### src/rtl/bin2bcd_seq.sv
// Sequential binary-to-BCD converter (shift-add-3), one input bit per clock.
// Results saturate to all nines when the input exceeds the decimal range.
module bin2bcd_seq #(
    parameter int BIN_W  = 14,
    parameter int DIGITS = 4
) (
    input  logic                  clk,
    input  logic                  rst,
    input  logic                  start,
    input  logic [BIN_W-1:0]      bin,
    output logic                  busy,
    output logic                  done,
    output logic [4*DIGITS-1:0]   bcd,
    output logic                  overflow
);
    // state | meaning
    // IDLE  | waiting for start; bcd/overflow hold last result
    // CONV  | one shift-add-3 iteration per clock, BIN_W clocks total

    localparam int SW    = 4*(DIGITS+1);
    localparam int CNT_W = $clog2(BIN_W+1);

    function automatic logic [63:0] pow10(input int n);
        logic [63:0] r;
        r = 64'd1;
        for (int i = 0; i < n; i++) r = r * 64'd10;
        return r;
    endfunction

    localparam logic [63:0] MAX_DEC = pow10(DIGITS) - 64'd1;

    typedef enum logic {IDLE, CONV} state_t;

    state_t                state_q, state_d;
    logic [BIN_W-1:0]      shift_q, shift_d;
    logic [SW-1:0]         scratch_q, scratch_d;
    logic [CNT_W-1:0]      cnt_q, cnt_d;
    logic                  ovf_pend_q, ovf_pend_d;
    logic [4*DIGITS-1:0]   bcd_q, bcd_d;
    logic                  overflow_q, overflow_d;
    logic                  done_q, done_d;

    logic [SW-1:0]         adj;
    logic [SW+BIN_W-1:0]   cat;

    always_comb begin
        adj = scratch_q;
        for (int i = 0; i < DIGITS+1; i++) begin
            if (scratch_q[4*i +: 4] >= 4'd5)
                adj[4*i +: 4] = scratch_q[4*i +: 4] + 4'd3;
        end
        cat = {adj, shift_q} << 1;
    end

    always_comb begin
        state_d    = state_q;
        shift_d    = shift_q;
        scratch_d  = scratch_q;
        cnt_d      = cnt_q;
        ovf_pend_d = ovf_pend_q;
        bcd_d      = bcd_q;
        overflow_d = overflow_q;
        done_d     = 1'b0;
        case (state_q)
            IDLE: begin
                if (start) begin
                    shift_d    = bin;
                    scratch_d  = '0;
                    cnt_d      = CNT_W'(BIN_W);
                    ovf_pend_d = ({{(64-BIN_W){1'b0}}, bin} > MAX_DEC);
                    state_d    = CONV;
                end
            end
            CONV: begin
                scratch_d = cat[SW+BIN_W-1:BIN_W];
                shift_d   = cat[BIN_W-1:0];
                cnt_d     = cnt_q - 1'b1;
                if (cnt_q == CNT_W'(1)) begin
                    // final iteration: publish result, saturating if out of range
                    bcd_d      = ovf_pend_q ? {DIGITS{4'h9}} : scratch_d[4*DIGITS-1:0];
                    overflow_d = ovf_pend_q;
                    done_d     = 1'b1;
                    state_d    = IDLE;
                end
            end
            default: state_d = IDLE;
        endcase
    end

    always_ff @(posedge clk or posedge rst) begin
        if (rst) begin
            state_q    <= IDLE;
            shift_q    <= '0;
            scratch_q  <= '0;
            cnt_q      <= '0;
            ovf_pend_q <= 1'b0;
            bcd_q      <= '0;
            overflow_q <= 1'b0;
            done_q     <= 1'b0;
        end else begin
            state_q    <= state_d;
            shift_q    <= shift_d;
            scratch_q  <= scratch_d;
            cnt_q      <= cnt_d;
            ovf_pend_q <= ovf_pend_d;
            bcd_q      <= bcd_d;
            overflow_q <= overflow_d;
            done_q     <= done_d;
        end
    end

    assign busy     = (state_q == CONV);
    assign done     = done_q;
    assign bcd      = bcd_q;
    assign overflow = overflow_q;
endmodule

### config.mk
export PLATFORM = sky130hd
export DESIGN_NAME = bin2bcd_seq
export DESIGN_NICKNAME = d
export VERILOG_FILES = /design/src/rtl/bin2bcd_seq.sv
export SDC_FILE = /design/constraint.sdc
export NUM_CORES = 1
export LEC_CHECK = 0
export BUFFER_PORTS_ARGS = -buffer_cell sky130_fd_sc_hd__buf_4
export CORE_ASPECT_RATIO = 0.75
export CORE_MARGIN = 1
export CORE_UTILIZATION = 40
export CTS_CLUSTER_DIAMETER = 150
export DETAILED_ROUTE_END_ITERATION = 12
export MAX_ROUTING_LAYER = met4
export PLACE_DENSITY_LB_ADDON = 0.2
export SYNTH_ARGS = -nofsm -noshare
export SYNTH_HDL_FRONTEND = slang
export SYNTH_SLANG_ARGS = --single-unit
### constraint.sdc
create_clock -name clk -period 3.25 [get_ports clk]
set_input_delay 0.1625 -clock clk [delete_from_list [all_inputs] [get_ports clk]]
set_output_delay 0.1625 -clock clk [all_outputs]
set_load 0.05 [all_outputs]
# Yosys cells after proc, flatten, opt, wreduce, memory -nomap -nowiden
# Index checks and enable logic that the tools add are counted.
# totals
elab_cells,42
ff_bits,58
# op_classes
add_sub_neg,6
order_cmp,6
bitwise,1
n_reduce_logical,2
n_eq_ne,2
muxes,17
# op_table
cell,n
$pmux 20 s2,1
$pmux 14 s2,1
$ge 4x3->1 const B,5
$mux 20,1
$mux 4,5
$add 4x2->4 const B,4
$mux 16,1
$gt 14x14->1 const B,1
$mux 14,1
$pmux 4 s2,1
$eq 4x1->1 const B,1
$mux 1,4
$reduce_and 2->1,2
$sub 4x1->4 const B,1
$add 3x2->3 const B,1
$mux 3,1
$ne 2x2->1 const B,1
$pmux 1 s2,1
$not 1->1,1

# Depth between registers and ports, before layout
# Gate-level depths: netlist (run 1).
# depth
depth_word,3
ltp_mapped,7
mapped_depth_nobuf,6

# Least setup slack after synthesis (run 1)
# Ideal clock, no wire load.
# synth_timing
path_type,register -> register
start,reg state_q (netlist: busy)
end,reg bcd_q[15] (netlist: bcd[15])
setup_time_ns,0.132
period_less_slack_ns,1.528
path_stages_with_launch,5
t_arrival_ns,1.396
required_time_ns,3.118
path_slack_ns,1.722
path_cell_list,dfrtp_1 > buf_4 > nand4bb_4 > a2111oi_0 > nor2_1
# synth_between
elab_chain_len,1
# synth_rtl
item,line_no,source
from (decl),34,"state_t state_q, state_d;"
from (signal assigned),101,state_q <= state_d;
$reduce_and 2->1 (no line),--,
to (signal assigned),97,bcd_q <= '0;
to (signal assigned),106,bcd_q <= bcd_d;
to (decl),39,"logic [4*DIGITS-1:0] bcd_q, bcd_d;"
# Every way passes these cells.
# A chain may end at the register's enable or synchronous reset.

# Final worst setup path (run 1)
# layout_timing
start,reg cnt_q[1]
end,reg bcd_q[14] (netlist: bcd[14])
# layout_between
elab_chain_len,2
# layout_rtl
item,line_no,source
from (decl),37,"logic [CNT_W-1:0] cnt_q, cnt_d;"
from (signal assigned),104,cnt_q <= cnt_d;
$eq 4x1->1,78,if (cnt_q == CNT_W'(1)) begin
$reduce_and 2->1 (no line),--,
# Every way passes these cells.

==> out/results.ini, run 1 <==
[global_routing]
globalRouteTotalUtil = 0.177
grt_pass1_vias = 1821
grt_pass1_wl_um = 9050
antenna_found_initial = 0
grt_max_degree = 64
grt_overflow_total = 0

[drt]
routed_wl_um = 5450
drt_iter0_drc = 94
via_per_inst = 5.14
ant_nets = 0
vias = 1875
dr.pass1.iters = 10
post-route-drc-count = 2
wire_per_inst_um = 14.9

[place]
io_buffers = 35
gp_congestion = 0.784
dp_slack_ns = 1.36
dpl.hpwl_um = 3700

[sta]
fin_setup_tns_ns = 0
fin_crit_sh = 0.587
period_needed_ns = 1.91
hold_viol_final = 25
clock_skew_ns = 0.0170
rsz0062_at_grt = no
finalWorstSetupSlack_ns = 1.34
max_freq_mhz = 524
slew-limit-headroom = 0.503
fin_hold_ws_ns = -0.0217
finalSetupViolations = 0
slew_violations = 0
worst_pin_slew_ns = 0.742

[critical_path]
timing.rr.end = bcd[14]$_DFFE_PP0P_
end_kind = flip-flop
r2r_slack_ns = 1.34
path_max_fanout = 13
required_ns = 3.49
critPathLaunchType = flip-flop
reg2reg_depth = 5
crit_type = reg -> reg
r2r-start = cnt_q[1]$_DFFE_PP0P_
cp.arrival_ns = 2.14

[logic_synthesis]
synth_largest_area_cell = dfrtp_1
ys_seq_area_frac = 0.516
syn-num-nets = 279
netlist.area_leader.share = 0.516
yosys-top-cells-area = dfrtp_1 52%, mux2i_1 7.6%, ha_1 4.8%
synth_area_sq_um = 2620
yosys_warnings = 0
ys_types = 32
syn-mean-instance-area_sq_um = 10.4
synth_cells = 252
ys_ff_latch = 54

[floorplan]
pin_count = 36
dieArea_sq_um = 6880
die_x_um = 95.5
row_count = 25
coreArea_sq_um = 6320
die_height_um = 72.1
initial_core_util = 0.415

[clock_tree]
holdBufCountCts = 0
path_clk_slew_ns = 0.10
cts_buffer_depth = 2
cts_max_level = 2
worstSkewPairLatency_ns = 0.31
cts_tree = built
cts.sinks = 54
numCtsBuffers = 5
post-cts-setup-buffer-count = 0
cts-root-buf = clkbuf_8
cts_resized = 0

[power_and_ir_drop]
power_leakage_nw = 1.46
powerDensity_nw_per_um2 = 1060
ir_drop_uv = 331

[run_status]
violations = DRC, hold timing
outcome = complete, but fails checks

[layout]
num_antenna_cells = 0
layout-drive-gt1-share = 0.201
syn2layout_area_growth_pct = 15.2
fin_nets = 310

[worst_hold_path]
min_path_type = in -> async

[run]
cap_violations = 0

[layout by cell type (no fill, tap or decap)]
cell type,n
a2111oi_0,1
a21o_1,5
a21oi_1,15
a21oi_2,4
a22o_1,10
a31o_2,1
a31oi_1,4
a32o_1,2
buf_4,37
clkbuf_8,5
clkinv_2,1
clkinv_4,1
clkinvlp_4,1
dfrtp_1,53
dfrtp_2,1
ha_1,10
inv_1,12
inv_2,2
mux2_2,1
mux2i_1,20
nand2_1,30
nand2b_1,5
nand2b_2,1
nand3_1,3
nand4bb_4,1
nor2_1,16
nor2_2,1
nor3_1,5
nor3b_1,7
nor4_1,1
o21ai_0,20
o22a_1,1
o31ai_1,2
or3_1,1
xnor2_1,4
[power by group]
| part | leakage, nW | internal [mW] | switching [mW] | total (mW) |
|---|---|---|---|---|
| Clock | 0.0441 | 0.152 | 0.226 | 0.378 |
| Sequential | 0.679 | 0.963 | 0.254 | 1.22 |
| Combinational | 0.733 | 0.647 | 0.962 | 1.61 |
[final cells by class]
cell class	instances	area, sq um
fill	613	3300
sequential	54	1350
multi-input combinational	171	1140
timing repair buffer	37	278
tap	81	101
clock buffer	5	68.8
inverter	14	52.6
clock inverter	3	21.3
[cells in the mapped netlist]
library cell and count:
nand2_1 30, a31o_2 1, nor2_2 1, or3_1 1
nor3b_1 7, clkbuf_1 2, dfrtp_1 54, mux2_2 1
a22o_1 10, ha_1 10, o31ai_1 2, inv_2 1
a21o_1 5, xnor2_1 4, nor2_1 16, nor4_1 1
inv_1 13, o21ai_0 20, nor3_1 5, nand4bb_4 1
a31oi_1 4, o22a_1 1, a2111oi_0 1, nand2b_2 1
nand3_1 3, mux2i_1 20, buf_4 4, buf_2 7
nand2b_1 5, a21oi_1 15, a32o_1 2, a21oi_2 4
[cell families (layout without fill, tap and decap cells)]
group           after synthesis  after routing  synth area share
mux                          21             21            0.0807
fa+ha+maj                    10             10            0.0477
xor+xnor                      4              4            0.0134
flops                        54             54             0.516
simple gates                 71             71             0.134
compound gates               65             65             0.161
buf+inv                      27             59            0.0477
[layer usage]
| layer | share of wire | track usage | up-vias |
|---|---|---|---|
| li1 | - | - | 932 |
| met2 | 0.43 | 0.253 | 33 |
| met1 | 0.53 | 0.257 | 908 |
| met4 | 0.0035 | 0.0365 | 0 |
| met5 | 0 | - | - |
| met3 | 0.039 | 0.0398 | 2 |
[state kept, by name, indices dropped and copies added (netlist names)]
| register | count |
|---|---|
| bcd | 16 |
| busy | 1 |
| cnt_q | 4 |
| done | 1 |
| overflow | 1 |
| ovf_pend_q | 1 |
| scratch_q | 16 |
| shift_q | 14 |
[through the flow]
step,power (mW),util,hold WS [ns],cell area (sq um),std cells
after floorplan,2.42,-,0.310,2620,252
after global placement,2.82,0.464,0.353,2930,357
after detailed placement,2.84,0.464,0.345,2930,357
after CTS,3.23,0.478,0.0122,3020,365
after global routing,3.45,0.478,0.0433,3020,365
final,3.20,0.478,-0.0217,3020,365
[how the worst max path moves through the flow]
stage,cells past startpoint,slack [ns],start,to
finish,5,1.34,cnt_q[1]$_DFFE_PP0P_,bcd[14]$_DFFE_PP0P_
global route,5,1.22,cnt_q[1]$_DFFE_PP0P_,bcd[14]$_DFFE_PP0P_
CTS,5,1.33,cnt_q[1]$_DFFE_PP0P_,bcd[14]$_DFFE_PP0P_
detailed placement,5,1.36,cnt_q[1]$_DFFE_PP0P_,bcd[14]$_DFFE_PP0P_
global placement,5,1.48,cnt_q[1]$_DFFE_PP0P_,bcd[14]$_DFFE_PP0P_
floorplan,4,1.72,busy$_DFF_PP0_,bcd[15]$_DFFE_PP0P_
[critical path: stages (launching register included)]
cell	delay, ns
dfrtp_1	0.40
inv_1	0.08
ha_1	0.21
nand4bb_4	0.24
nor2_1	0.64
a32o_1	0.27
No activity file was read; power rests on OpenSTA's default activity.
==> inputs of run 2 (changes only) <==
Clock period 3.25 ns to 1.6 ns, I/O delays scaled along.
==> run 2 against run 1 <==
Against the previous run: the run now ends clean; count of clock-buffer cells in the layout rose by 2; critical path depth rose by 2; sequential share of layout area fell by 2.3 points; via count rose by 1.0%; combinational power rose by 120%; die area did not move; sequential power rose by 100%; global-route usage fell by 0.72 points; setup slack got worse by 1.3 ns; hold slack improved by 0.042 ns.
==> out/results.ini, run 2 (synthesized netlist as in run 1, its figures left out) <==
[run_status]
outcome = complete, no violations

[critical_path]
critPathLaunch = scratch_q[8]$_DFFE_PP0P_
crit_type = reg -> reg
r2r_slack_ns = 0.05  ; -1.29 ns
reg2reg_depth = 7  ; +2
cp.arrival_ns = 1.74  ; -0.40 ns
end_kind = flip-flop
required_ns = 1.79  ; -1.70 ns
crit_end = bcd[9]$_DFFE_PP0P_
timing.rr.end = bcd[9]$_DFFE_PP0P_
r2r-start = scratch_q[8]$_DFFE_PP0P_
critPathLaunchType = flip-flop
path_max_fanout = 5  ; -8

[layout]
num_antenna_cells = 0  ; unchanged
layout_common_cells = 52 x dfrtp_1, 45 x buf_4, 30 x nand2_1
post-route-util = 0.505  ; +0.0267
layout-drive-gt1-share = 0.255  ; +0.0544
layout.cells.most_common = dfrtp_1
syn2layout_area_growth_pct = 21.6
fin_nets = 320  ; +3.2%

[global_routing]
grt_pass1_vias = 1757  ; -3.5%
grt_overflow_total = 0  ; unchanged
grt_max_degree = 55  ; -14%
antenna_found_initial = 0  ; unchanged
globalRouteTotalUtil = 0.169  ; -0.00718
grt_pass1_wl_um = 8610  ; -4.8%

[clock_tree]
cts_buffer_depth = 2  ; unchanged
cts-root-buf = clkbuf_8
numCtsBuffers = 5  ; unchanged
cts_tree = built
worstSkewPairLatency_ns = 0.30  ; about the same
cts.sinks = 54  ; unchanged
cts_max_level = 2  ; unchanged
path_clk_slew_ns = 0.10  ; about the same

[sta]
finalSetupViolations = 0  ; unchanged
slew_violations = 0  ; unchanged
hold_viol_final = 0  ; -100%
finalWorstSetupSlack_ns = 0.0524  ; -1.29 ns
period_needed_ns = 1.55  ; -0.360 ns
worst_pin_slew_ns = 0.487  ; -0.256 ns
slew-limit-headroom = 0.675  ; +0.172
fin_crit_sh = 0.967  ; +0.380
max_freq_mhz = 646  ; +23%
clock_skew_ns = 0.0105  ; -0.00647 ns
fin_hold_ws_ns = 0.0208  ; +0.0425 ns

[drt]
drt_iter0_drc = 58  ; -38%
wire_per_inst_um = 14.0  ; -6.2%
ant_nets = 0  ; unchanged
vias = 1894  ; +1.0%
post-route-drc-count = 0  ; -2
via_per_inst = 5.05  ; -1.7%
routed_wl_um = 5250  ; -3.7%
dr.pass1.iters = 4  ; -6

[place]
io_buffers = 35  ; unchanged
dpl.hpwl_um = 3490  ; -5.8%
dp_slack_ns = -0.0377  ; -1.40 ns
gp_congestion = 0.873  ; +11%

[floorplan]
coreArea_sq_um = 6320  ; unchanged
die_x_um = 95.5  ; unchanged
row_count = 25  ; unchanged
initial_core_util = 0.415  ; unchanged
die_height_um = 72.1  ; unchanged
dieArea_sq_um = 6880  ; unchanged
pin_count = 36  ; unchanged

[power_and_ir_drop]
power_leakage_nw = 1.52  ; +4.5%
fin_total_pwr_mw = 6.86  ; +110%
powerDensity_nw_per_um2 = 2150  ; +100%
ir_drop_uv = 784  ; +140%

[run]
cap_violations = 0  ; unchanged

[worst_hold_path]
min_path_type = in -> reg

-- run 2: cell types whose count changed in the layout (fill, tap and decap cells not counted), moves of 2 or more --
| cell | before | now |
|---|---|---|
| ha_4 | 0 | 3 |
| clkbuf_8 | 5 | 7 |
| buf_4 | 37 | 45 |
| inv_2 | 2 | 4 |
| ha_1 | 10 | 7 |
| inv_1 | 12 | 10 |
-- run 2: worst min-delay path by stage --
stage,from,endpoint,slack (ns),depth (start not counted)
5_1_grt,bin[0],shift_q[0]$_DFFE_PP0P_,0.05,3
3_5_place_dp,rst,bcd[3]$_DFFE_PP0P_,0.17,3
4_1_cts,bin[0],shift_q[0]$_DFFE_PP0P_,0.01,3
3_3_place_gp,rst,shift_q[3]$_DFFE_PP0P_,0.17,3
6_report,bin[0],shift_q[0]$_DFFE_PP0P_,0.02,3
2_1_floorplan,bin[13],ovf_pend_q$_DFFE_PP0P_,0.23,2
-- run 2: layout make-up --
class / instances / area, sq um
multi-input combinational: 171 / 1210
fill: 584 / 3130
timing repair buffer: 47 / 368
inverter: 14 / 52.6
tap: 81 / 101
clock buffer: 7 / 96.3
sequential: 54 / 1350
clock inverter: 1 / 8.76
-- run 2: per-stage QoR --
stage,TNS (ns),cell area (sq um),instances
2_1_floorplan,0,2620,252
3_3_place_gp,-0.108,2990,364
3_5_place_dp,-0.0377,2990,364
4_1_cts,0,3120,373
5_1_grt,-0.132,3190,375
6_report,0,3190,375
-- run 2: power by group --
group          switching (mW)  leakage (nW)  internal (mW)
combinational            2.03         0.789           1.54
clock                   0.436        0.0544          0.397
sequential              0.501         0.678           1.96
total                    2.97          1.52           3.89
-- run 2: layer usage --
| metal | part of all wire | global-route usage | vias to the layer above |
|---|---|---|---|
| li1 | - | - | 956 |
| met1 | 0.52 | 0.249 | 900 |
| met2 | 0.43 | 0.240 | 34 |
| met3 | 0.038 | 0.0346 | 4 |
| met4 | 0.0069 | 0.0398 | 0 |
| met5 | 0 | - | - |
-- run 2: what timing repair did --
item | 4_1_cts | 5_1_grt
hold buffers | 1 | 0
gates resized for setup | 3 | 11
pin swaps | 0 | 3
cloned | 0 | 0
endpoints found under the hold margin | 54 | 0
setup buffers | 0 | 2
endpoints found under the setup margin | 3 | 12
-- run 2: worst max-delay path: stages (launching register included) --
cell and delay (ns):
dfrtp_2 0.46, inv_1 0.13, ha_4 0.18, nand2b_4 0.06, a21oi_2 0.18, buf_4 0.14
xnor2_1 0.07, a22o_1 0.21
==> inputs of run 3 (changes only) <==
Clock period 1.6 ns to 1.25 ns, I/O delays scaled along.
==> run 3 against run 2 <==
Against the previous run: the flow now finishes with violations (setup timing); sequential share of layout area shrank 7.7 points; maximum frequency is 8.1% higher; final cell count up 10%; critical path depth shrank 2; die area did not move; combinational power rose by 90%; largest cell class is now multi-input gates; largest power group unchanged; highest routed layer unchanged.
==> out/results.ini, run 3 (synthesized netlist as in run 1, its figures left out) <==
[sta]
worst_pin_slew_ns = 0.340  ; -0.147 ns
max_freq_mhz = 698  ; +8.1%
slew-limit-headroom = 0.774  ; +0.0985
fin_hold_ws_ns = 0.0000588  ; -0.0207 ns
fin_crit_sh = 1.15  ; +0.179
hold_viol_final = 0  ; unchanged
finalSetupViolations = 27  ; +27
clock_skew_ns = 0.0111  ; +0.000572 ns
slew_violations = 0  ; unchanged
finalWorstSetupSlack_ns = -0.182  ; -0.235 ns
rsz0062_at_grt = yes
period_needed_ns = 1.43  ; -0.115 ns

[critical_path]
r2r_slack_ns = -0.18  ; -0.23 ns
timing.rr.end = scratch_q[10]$_DFFE_PP0P_
cpPeakStageDelay_ns = 0.44  ; -0.02 ns
slowest_stage = dfrtp_1
cp.arrival_ns = 1.68  ; -0.06 ns
crit_type = reg -> reg
end_kind = flip-flop
path_max_fanout = 3  ; -2
crit_chain = ha_2, nand2b_4, a21oi_4, mux2i_2, a22o_1
critPathLaunchType = flip-flop
r2r-start = scratch_q[8]$_DFFE_PP0P_
required_ns = 1.50  ; -0.29 ns
reg2reg_depth = 5  ; -2

[floorplan]
initial_core_util = 0.415  ; unchanged
pin_count = 36  ; unchanged
die_x_um = 95.5  ; unchanged
dieArea_sq_um = 6880  ; unchanged
row_count = 25  ; unchanged
coreArea_sq_um = 6320  ; unchanged
die_height_um = 72.1  ; unchanged

[clock_tree]
cts_tree = built
worstSkewPairLatency_ns = 0.31  ; about the same
cts_buffer_depth = 2  ; unchanged
cts.sinks = 54  ; unchanged
numCtsBuffers = 5  ; unchanged
cts-root-buf = clkbuf_8
cts_max_level = 2  ; unchanged
path_clk_slew_ns = 0.10  ; about the same

[place]
dpl.hpwl_um = 3930  ; +13%
placed_area_sq_um = 3250  ; +8.7%
io_buffers = 35  ; unchanged
gp_congestion = 0.769  ; -12%
dp.cells = 388  ; +6.6%

[run_status]
violations = setup timing
outcome = complete, but fails checks

[layout]
layout.cells.most_common = buf_4
num_antenna_cells = 0  ; unchanged
fin_nets = 359  ; +12%
multi_input_area_sq_um = 1540  ; +28%
layout-drive-gt1-share = 0.495  ; +0.240
syn2layout_area_growth_pct = 48.6
instances_no_fill = 414  ; +10%
seq_area_sq_um = 1350  ; unchanged
fin_area_sq_um = 3900  ; +22%
layout_common_cells = 67 x buf_4, 52 x dfrtp_1, 27 x nand2_1
n_fill_cell = 513  ; -12%

[global_routing]
antenna_found_initial = 0  ; unchanged
grt_pass1_vias = 2078  ; +18%
globalRouteTotalUtil = 0.202  ; +0.0331
grt_pass1_wl_um = 10400  ; +20%
grt_overflow_total = 0  ; unchanged
grt_max_degree = 55  ; unchanged

[power_and_ir_drop]
powerDensity_nw_per_um2 = 2840  ; +32%
power_leakage_nw = 1.79  ; +18%
ir_drop_uv = 1260  ; +60%

[drt]
ant_nets = 0  ; unchanged
dr.pass1.iters = 4  ; unchanged
vias = 2153  ; +14%
via_per_inst = 5.20  ; +3.0%
post-route-drc-count = 0  ; unchanged
routed_wl_um = 6330  ; +21%
wire_per_inst_um = 15.3  ; +9.3%
drt_iter0_drc = 89  ; +53%

[worst_hold_path]
hp-start = bin[0]
min_path_type = in -> reg
hold_path_depth = 3  ; unchanged
whs_endpoint = shift_q[0]$_DFFE_PP0P_

[run]
cap_violations = 0  ; unchanged

## run 3: how the worst max path moves through the flow
stage                             startpoint                         to  slack [ns]  cells past startpoint
floorplan                     busy$_DFF_PP0_        bcd[15]$_DFFE_PP0P_       -0.12                      4
global placement    scratch_q[8]$_DFFE_PP0P_  scratch_q[10]$_DFFE_PP0P_       -0.18                      5
detailed placement  scratch_q[9]$_DFFE_PP0P_  scratch_q[10]$_DFFE_PP0P_       -0.18                      6
CTS                 scratch_q[8]$_DFFE_PP0P_         bcd[9]$_DFFE_PP0P_       -0.16                      6
global route        scratch_q[9]$_DFFE_PP0P_  scratch_q[10]$_DFFE_PP0P_       -0.25                      6
finish              scratch_q[8]$_DFFE_PP0P_  scratch_q[10]$_DFFE_PP0P_       -0.18                      5
## run 3: worst max-delay path, delay by kind of cell (launching register included)
family                     cells  cell delay, ns
adders and majority gates      1            0.19
DFF                            1            0.44
muxes                          1            0.28
and+or+nand+nor                1            0.14
AOI/OAI and AO/OA              2            0.33
## run 3: final cells by class
| class | instances | area share |
|---|---|---|
| clock inverter | 1 | 0.00128 |
| inverter | 14 | 0.0177 |
| tap | 81 | 0.0260 |
| timing repair inverter | 1 | 0.00417 |
| timing repair buffer | 85 | 0.185 |
| multi-input combinational | 171 | 0.396 |
| clock buffer | 7 | 0.0222 |
| sequential | 54 | 0.347 |
## run 3: per-layer routing
metal / share of wire / track usage / up-vias / wire length, um
li1: - / - / 1049 / -
met1: 0.51 / 0.296 / 1062 / 3250
met4: 0.011 / 0.0498 / 0 / 70
met2: 0.45 / 0.289 / 34 / 2860
met3: 0.025 / 0.0388 / 8 / 161
met5: 0 / - / - / 0
## run 3: report_power, final
| group | switching [mW] | leakage [nW] | internal, mW |
|---|---|---|---|
| logic | 3.41 | 1.07 | 3.38 |
| registers | 0.762 | 0.678 | 2.51 |
| clock network | 0.576 | 0.0482 | 0.449 |
| total | 4.74 | 1.79 | 6.34 |
## run 3: through the flow
step	TNS (ns)	util	setup slack, ns	total power, mW
after floorplan	-0.935	-	-0.118	6.54
after global placement	-2.46	0.515	-0.179	8.07
after detailed placement	-2.89	0.515	-0.176	8.17
after CTS	-2.48	0.587	-0.162	10.4
after global routing	-4.60	0.617	-0.251	11.8
final	-2.82	0.617	-0.182	11.1
## run 3: repair_timing
action | 4_1_cts | 5_1_grt
buffers inserted | 12 | 8
pin swaps | 23 | 26
hold endpoints to repair | 54 | 0
cloned | 1 | 0
resized for setup | 62 | 36
endpoints found under the setup margin | 30 | 41
hold buffers | 1 | 0
